===== src/rtl/id_defs_pkg.sv =====
// Shared decode constants for the id stage: opcodes, functs,
// ALU operation codes and immediate-extension selection.
package id_defs_pkg;

  localparam logic [5:0] OP_SPECIAL = 6'h00;
  localparam logic [5:0] OP_ADDI    = 6'h08;
  localparam logic [5:0] OP_ADDIU   = 6'h09;
  localparam logic [5:0] OP_SLTI    = 6'h0A;
  localparam logic [5:0] OP_SLTIU   = 6'h0B;
  localparam logic [5:0] OP_ANDI    = 6'h0C;
  localparam logic [5:0] OP_ORI     = 6'h0D;
  localparam logic [5:0] OP_XORI    = 6'h0E;
  localparam logic [5:0] OP_LUI     = 6'h0F;
  localparam logic [5:0] OP_PREF    = 6'h33;

  localparam logic [5:0] F_SLL  = 6'h00;
  localparam logic [5:0] F_SRL  = 6'h02;
  localparam logic [5:0] F_SRA  = 6'h03;
  localparam logic [5:0] F_SLLV = 6'h04;
  localparam logic [5:0] F_SRLV = 6'h06;
  localparam logic [5:0] F_SRAV = 6'h07;
  localparam logic [5:0] F_SYNC = 6'h0F;
  localparam logic [5:0] F_ADD  = 6'h20;
  localparam logic [5:0] F_ADDU = 6'h21;
  localparam logic [5:0] F_SUB  = 6'h22;
  localparam logic [5:0] F_SUBU = 6'h23;
  localparam logic [5:0] F_AND  = 6'h24;
  localparam logic [5:0] F_OR   = 6'h25;
  localparam logic [5:0] F_XOR  = 6'h26;
  localparam logic [5:0] F_NOR  = 6'h27;
  localparam logic [5:0] F_SLT  = 6'h2A;
  localparam logic [5:0] F_SLTU = 6'h2B;

  localparam logic [7:0] ALU_NOP  = 8'h00;
  localparam logic [7:0] ALU_SRL  = 8'h02;
  localparam logic [7:0] ALU_SRA  = 8'h03;
  localparam logic [7:0] ALU_ADD  = 8'h20;
  localparam logic [7:0] ALU_ADDU = 8'h21;
  localparam logic [7:0] ALU_AND  = 8'h24;
  localparam logic [7:0] ALU_OR   = 8'h25;
  localparam logic [7:0] ALU_XOR  = 8'h26;
  localparam logic [7:0] ALU_SLT  = 8'h2A;
  localparam logic [7:0] ALU_SLTU = 8'h2B;
  localparam logic [7:0] ALU_SLL  = 8'h7C;

  typedef enum logic [2:0] {
    IMM_NONE,
    IMM_ZERO,
    IMM_SIGN,
    IMM_LUI,
    IMM_SHAMT
  } imm_ext_e;

  function automatic logic [31:0] ext_imm(
    input imm_ext_e   e,
    input logic [31:0] inst
  );
    logic [31:0] r;
    r = 32'h0;
    case (e)
      IMM_ZERO:  r = {16'h0, inst[15:0]};
      IMM_SIGN:  r = {{16{inst[15]}}, inst[15:0]};
      IMM_LUI:   r = {inst[15:0], 16'h0};
      IMM_SHAMT: r = {27'h0, inst[10:6]};
      default:   r = 32'h0;
    endcase
    return r;
  endfunction

endpackage


===== src/rtl/id_decode.sv =====
// Combinational MIPS instruction decode: ALU op, read enables,
// destination, per-operand immediates and invalid flag.
module id_decode
  import id_defs_pkg::*;
(
  input  logic [31:0] inst,
  output logic [7:0]  aluop,
  output logic        re1,
  output logic        re2,
  output logic [4:0]  wd,
  output logic        wreg,
  output logic [31:0] imm1,
  output logic [31:0] imm2,
  output logic        inv
);

  logic [5:0] op;
  logic [5:0] funct;
  logic [4:0] rt;
  logic [4:0] rd;
  imm_ext_e   e1;
  imm_ext_e   e2;

  assign op    = inst[31:26];
  assign funct = inst[5:0];
  assign rt    = inst[20:16];
  assign rd    = inst[15:11];

  always_comb begin
    aluop = ALU_NOP;
    re1   = 1'b0;
    re2   = 1'b0;
    wd    = 5'd0;
    wreg  = 1'b0;
    inv   = 1'b0;
    e1    = IMM_NONE;
    e2    = IMM_NONE;
    unique case (op)
      OP_SPECIAL: begin
        unique case (funct)
          F_AND, F_OR, F_XOR, F_NOR,
          F_ADD, F_ADDU, F_SUB, F_SUBU,
          F_SLT, F_SLTU: begin
            aluop = {2'b00, funct};
            re1   = 1'b1;
            re2   = 1'b1;
            wd    = rd;
            wreg  = 1'b1;
          end
          F_SLLV, F_SRLV, F_SRAV: begin
            aluop = (funct == F_SLLV) ? ALU_SLL :
                    (funct == F_SRLV) ? ALU_SRL : ALU_SRA;
            re1   = 1'b1;
            re2   = 1'b1;
            wd    = rd;
            wreg  = 1'b1;
          end
          // constant shifts take shamt in place of rs
          F_SLL, F_SRL, F_SRA: begin
            aluop = (funct == F_SLL) ? ALU_SLL :
                    (funct == F_SRL) ? ALU_SRL : ALU_SRA;
            re2   = 1'b1;
            e1    = IMM_SHAMT;
            wd    = rd;
            wreg  = 1'b1;
          end
          F_SYNC: aluop = ALU_SLL;
          default: inv = 1'b1;
        endcase
      end
      OP_ANDI, OP_ORI, OP_XORI: begin
        aluop = (op == OP_ANDI) ? ALU_AND :
                (op == OP_ORI)  ? ALU_OR  : ALU_XOR;
        re1   = 1'b1;
        e2    = IMM_ZERO;
        wd    = rt;
        wreg  = 1'b1;
      end
      OP_ADDI, OP_ADDIU, OP_SLTI, OP_SLTIU: begin
        aluop = (op == OP_ADDI)  ? ALU_ADD  :
                (op == OP_ADDIU) ? ALU_ADDU :
                (op == OP_SLTI)  ? ALU_SLT  : ALU_SLTU;
        re1   = 1'b1;
        e2    = IMM_SIGN;
        wd    = rt;
        wreg  = 1'b1;
      end
      OP_LUI: begin
        aluop = ALU_OR;
        e2    = IMM_LUI;
        wd    = rt;
        wreg  = 1'b1;
      end
      OP_PREF: aluop = ALU_SLL;
      default: inv = 1'b1;
    endcase
  end

  assign imm1 = ext_imm(e1, inst);
  assign imm2 = ext_imm(e2, inst);

endmodule


===== src/rtl/id_pipe.sv =====
// Registered decode stage: operand bypass, load-use stall and
// valid/ready output register between IF/ID and EX.
module id_pipe
  import id_defs_pkg::*;
#(
  parameter int NUM_FWD = 2,
  parameter int ALUOP_W = 8,
  parameter int RADDR_W = 5
) (
  input  logic                   clk,
  input  logic                   rst,
  input  logic                   flush_i,
  input  logic                   valid_i,
  output logic                   ready_o,
  input  logic [31:0]            pc_i,
  input  logic [31:0]            inst_i,
  output logic [RADDR_W-1:0]     reg1_addr_o,
  output logic                   reg1_read_o,
  input  logic [31:0]            reg1_data_i,
  output logic [RADDR_W-1:0]     reg2_addr_o,
  output logic                   reg2_read_o,
  input  logic [31:0]            reg2_data_i,
  input  logic [NUM_FWD-1:0]     fwd_wreg_i,
  input  logic [NUM_FWD*RADDR_W-1:0] fwd_wd_i,
  input  logic [NUM_FWD*32-1:0]  fwd_wdata_i,
  input  logic [NUM_FWD-1:0]     fwd_pend_i,
  output logic                   valid_o,
  input  logic                   ready_i,
  output logic [31:0]            pc_o,
  output logic [ALUOP_W-1:0]     aluop_o,
  output logic [31:0]            reg1_o,
  output logic [31:0]            reg2_o,
  output logic [RADDR_W-1:0]     wd_o,
  output logic                   wreg_o,
  output logic                   inv_inst_o
);

  logic [7:0]  d_aluop;
  logic        d_re1;
  logic        d_re2;
  logic [4:0]  d_wd;
  logic        d_wreg;
  logic [31:0] d_imm1;
  logic [31:0] d_imm2;
  logic        d_inv;

  id_decode u_dec (
    .inst  (inst_i),
    .aluop (d_aluop),
    .re1   (d_re1),
    .re2   (d_re2),
    .wd    (d_wd),
    .wreg  (d_wreg),
    .imm1  (d_imm1),
    .imm2  (d_imm2),
    .inv   (d_inv)
  );

  assign reg1_addr_o = RADDR_W'(inst_i[25:21]);
  assign reg2_addr_o = RADDR_W'(inst_i[20:16]);
  assign reg1_read_o = d_re1;
  assign reg2_read_o = d_re2;

  // {pend, data}: lowest-index matching source wins; $0 never bypassed
  function automatic logic [32:0] resolve(
    input logic [RADDR_W-1:0]     addr,
    input logic [31:0]            rf
  );
    logic [32:0] r;
    r = {1'b0, rf};
    for (int k = NUM_FWD - 1; k >= 0; k--) begin
      if (fwd_wreg_i[k] &&
          fwd_wd_i[k*RADDR_W +: RADDR_W] == addr)
        r = {fwd_pend_i[k], fwd_wdata_i[k*32 +: 32]};
    end
    if (addr == '0)
      r = 33'h0;
    return r;
  endfunction

  logic [32:0] r1;
  logic [32:0] r2;
  logic [31:0] op1;
  logic [31:0] op2;
  logic        hazard;
  logic        adv;

  assign r1  = resolve(reg1_addr_o, reg1_data_i);
  assign r2  = resolve(reg2_addr_o, reg2_data_i);
  assign op1 = d_re1 ? r1[31:0] : d_imm1;
  assign op2 = d_re2 ? r2[31:0] : d_imm2;

  assign hazard  = valid_i && ((d_re1 && r1[32]) ||
                               (d_re2 && r2[32]));
  assign adv     = !valid_o || ready_i;
  assign ready_o = adv && !hazard && !flush_i;

  always_ff @(posedge clk or negedge rst) begin
    if (!rst) begin
      valid_o    <= 1'b0;
      pc_o       <= '0;
      aluop_o    <= '0;
      reg1_o     <= '0;
      reg2_o     <= '0;
      wd_o       <= '0;
      wreg_o     <= 1'b0;
      inv_inst_o <= 1'b0;
    end else if (flush_i) begin
      valid_o <= 1'b0;
    end else if (adv) begin
      if (hazard) begin
        valid_o <= 1'b0;
      end else if (valid_i) begin
        valid_o    <= 1'b1;
        pc_o       <= pc_i;
        aluop_o    <= ALUOP_W'(d_aluop);
        reg1_o     <= op1;
        reg2_o     <= op2;
        wd_o       <= RADDR_W'(d_wd);
        wreg_o     <= d_wreg;
        inv_inst_o <= d_inv;
      end else begin
        valid_o <= 1'b0;
      end
    end
  end

endmodule


===== config.mk =====
export PLATFORM = sky130hd
export DESIGN_NAME = id_pipe
export DESIGN_NICKNAME = d
export VERILOG_FILES = /design/src/rtl/id_defs_pkg.sv /design/src/rtl/id_decode.sv /design/src/rtl/id_pipe.sv
export SDC_FILE = /design/constraint.sdc
export NUM_CORES = 1
export LEC_CHECK = 0
export ABC_CLOCK_PERIOD_IN_PS = 4600
export BUFFER_PORTS_ARGS = -buffer_cell sky130_fd_sc_hd__buf_2
export CORE_AREA = 2 2 129 131
export DETAILED_ROUTE_END_ITERATION = 8
export DIE_AREA = 0 0 131 133
export GPL_ROUTABILITY_DRIVEN = 0
export HOLD_SLACK_MARGIN = 0.08
export PLACE_DENSITY = 0.74
export SYNTH_ARGS = -nofsm -noshare
export SYNTH_HDL_FRONTEND = slang
export SYNTH_SLANG_ARGS = --single-unit

===== constraint.sdc =====
create_clock -name clk -period 4.6 [get_ports clk]
set_input_delay 0 -clock clk [delete_from_list [all_inputs] [get_ports clk]]
set_output_delay 0 -clock clk [all_outputs]
set_load 0.03 [all_outputs]

==> flow_summary_export.csv <==
group,metric,value,unit
status,status,"finished, final reports clean",
sta,fmax,0.313,GHz
die,die_h,133,µm
logic_synthesis,syn-mean-instance-area,11.1,µm²
sta,fin_crit,3200,ps
cts,path_clk_slew,80,ps
place,port_buffers,334,
die,num_io_pins,336,
global_route,grt_util_all_layers,28.3,%
final_layout,register_area,2780,µm²
final_layout,final_nets,1216,
die,initial_core_util,43.5,%
drt,routed_wl,25.1,mm
cts,clk-insertion-delay-late,350,ps
critical_path,path_cells,"dlygate4sd3_1 > buf_2 > nor3_1 > and3_1 > a31o_2 > o21ai_4 > o2111ai_4 > buf_12 > o21ai_0 > dlygate4sd3_1",
critical_path,crit_cells,10,
drt,vias,6833,
sta,worst_slew_pin_slew,1050,ps
logic_synthesis,synth_area_leaders,"dfrtp_1, mux2_4, mux2_2, a221o_1, a311oi_1",
cts,numCtsBuffers,9,
global_route,grt_pass1_vias,6739,
critical_path,crit_required,4840,ps
min_path,hold_depth,4,
global_route,gr-total-overflow,0,
power,power.leakage,5.28,nW
final_layout,syn_to_final_growth,39.3,%
logic_synthesis,synth-seq-area-share,39.4,%
logic_synthesis,synth_area,7040,µm²
critical_path,cp-end-kind,"flop",
die,die_area,17400,µm²
critical_path,cpPeakStageDelay,610,ps
final_layout,finalNonFillerCells,1231,
logic_synthesis,ys.flop_type,"dfrtp_1",
critical_path,cp_num_buf_inv,4,
drt,via_per_inst,5.55,
critical_path,rrSetupSlack,2370,ps
cts,root_buffer,"clkbuf_16",
critical_path,cp-start-kind,"input pin",
final_layout,nFillCells,1312,
global_route,antenna_found_initial,1,
logic_synthesis,postSynthCellCount,637,
critical_path,r2r_start,"valid_o$_DFFE_PN0P_",
logic_synthesis,yosys.area.top_type_share,39.4,%
sta,setup_viol,0,
critical_path,path_class,"in2reg",
sta,skew,7.89,ps
sta,fin_crit_sh,69.5,%
cts,cts.repair.resized,0,
power,powerDensity,275,nW/µm²
final_layout,multiInputGateArea,3900,µm²
critical_path,crit-reg2reg-capture,"valid_o$_DFFE_PN0P_",
sta,tns,0,ps
critical_path,cp_slowest_cell,"buf_12",
critical_path,crit_top_cell,"dlygate4sd3_1",
drt,wl_per_cell,20.4,µm
final_layout,layout-drive-gt1-share,49.2,%
global_route,grt_pass1_wl,37.7,mm
critical_path,crit_fanout,111,
place,place_hpwl,18.0,mm
logic_synthesis,netlist-cell-type-count,51,
die,rows,47,
drt,drt_iter0_drc,487,
logic_synthesis,yosysTopAreaCell,"dfrtp_1",
critical_path,ff2ff_path_depth,6,
sta,relSlewSlack,29.5,%
sta,drv_slew,0,
logic_synthesis,synthArstFlopShare,100,%
drt,firstDrtPassIters,5,
die,core,16200,µm²
critical_path,crit_path_start,"inst_i[26]",
cts,clock_path_buffers,2,
logic_synthesis,ys_ff_latch,111,
logic_synthesis,synthesis.nets,848,
die,die_w,131,µm
critical_path,critical-path-top-delay-family,"buffers and inverters",
job,drv_cap,0,
cts,cts_sinks,111,
cts,cts_tree,"built",
critical_path,crit_path_end,"valid_o$_DFFE_PN0P_",
critical_path,crit_arrival,3440,ps
global_route,grt_max_degree,112,
min_path,hold_path.class,"in2reg",
power,ir_worst_vdd,0.000163,V
drt,ant_nets,0,
cts,post-cts-setup-buffer-count,0,
place,dp_cells,1136,
logic_synthesis,synth_warnings,0,
drt,route.detailed.drc,0,
logic_synthesis,synth_edf_count,0,
sta,rsz0062_at_grt,"no",
cts,htreeDepth,3,
sta,hold_viol,0,
cells in the mapped netlist, drive strengths merged (6+ instances only):
master and number:
a221oi 10, nand4 8, nor2 48, inv 11
o21ai 6, xnor2 11, xor2 9, and2 20
a311oi 27, o31ai 12, mux2 131, buf 26
mux2i 7, nand2 47, a21o 16, nand3 31
a221o 27, dfrtp 111, clkbuf 36
power by group:
group | internal, mW | switching [mW]
Clock | 0.403 | 0.385
Combinational | 0.347 | 0.451
Sequential | 1.06 | 0.0465
flip-flops by register name (all words and copies together) (netlist names):
name / count
pc_o: 32
reg1_o: 32
reg2_o: 32
aluop_o: 7
wd_o: 5
inv_inst_o: 1
valid_o: 1
wreg_o: 1
stage by stage:
step / worst slack [ps] / instance area (µm²) / power, mW / hold slack (ps) / utilization [%]
after floorplan: 2570 / 7040 / 1.59 / -296 / -
after global placement: 1820 / 8730 / 1.86 / 220 / 54.0
after detailed placement: 1800 / 8730 / 1.86 / 220 / 54.0
after CTS: 1360 / 9810 / 2.70 / 114 / 60.6
after global routing: 1210 / 9810 / 2.80 / 135 / 60.7
final: 1400 / 9810 / 2.69 / 119 / 60.7
placed cells by master (no fill, tap or decap), types with 3 or more instances in the layout:
cell type,synthesis,layout
a221oi_1,10,10
mux2i_1,7,7
inv_1,11,11
mux2_1,3,3
a21o_1,16,16
a221o_1,27,27
a21oi_1,4,4
xor2_1,9,9
nor3_1,3,3
nand4_1,8,8
buf_2,5,333
nor2_1,47,46
dfrtp_1,111,111
a311oi_1,27,27
mux2_4,80,80
and3_1,5,5
nand3_1,31,29
and2_1,20,20
nand2_1,47,47
buf_4,11,7
clkbuf_16,0,9
o21ai_0,5,5
dlygate4sd3_1,0,78
xnor2_1,11,11
o31ai_1,12,12
mux2_2,48,48
a22oi_1,5,5
metal layers:
metal | wire [µm] | track usage (%)
met5 | 0 | 0
met4 | 1080 | 13.4
met3 | 2060 | 5.14
met2 | 12300 | 47.5
met1 | 9710 | 34.7
worst min path at each step:
stage | slack (ps) | start | end
after floorplan | -300 | rst | aluop_o[0]$_DFFE_PN0P_
after global placement | 220 | rst | pc_o[26]$_DFFE_PN0P_
final | 120 | fwd_wdata_i[3] | reg1_o[3]$_DFFE_PN0P_
after global routing | 140 | reg2_data_i[24] | reg2_o[24]$_DFFE_PN0P_
after CTS | 110 | fwd_wdata_i[3] | reg1_o[3]$_DFFE_PN0P_
after detailed placement | 220 | rst | pc_o[27]$_DFFE_PN0P_
what timing repair did:
item,in CTS,in global routing
setup endpoints to repair,0,0
hold buffers,78,0
hold endpoints to repair,146,0
cell type report:
| type | instances | share of cell area [%] |
|---|---|---|
| multi-input cells | 453 | 39.8 |
| flip-flops and latches | 111 | 28.3 |
| well taps | 220 | 2.81 |
| repair buffers | 419 | 25.7 |
| clock buffers | 11 | 2.58 |
| inverters | 11 | 0.421 |
| diodes | 1 | 0.0255 |
| clock inverters | 5 | 0.421 |
cell families (layout without fill, tap and decap cells):
| logic type | Yosys count | in the layout | share of synthesized area, % |
|---|---|---|---|
| AOI/OAI and AO/OA | 120 | 120 | 14.4 |
| xor gates and xnor gates | 20 | 20 | 2.49 |
| buffers and inverters | 73 | 446 | 5.65 |
| DFF | 111 | 111 | 39.4 |
| muxes | 138 | 138 | 26.2 |
| other | 1 | 2 | 0.0533 |
| and+or+nand+nor | 174 | 174 | 11.7 |
worst min-delay path, cell delays in order:
cell and delay, ps:
buf_2 90, nor2_1 40, o31ai_1 180, mux2_4 130
(Power assumes the default switching activity.)
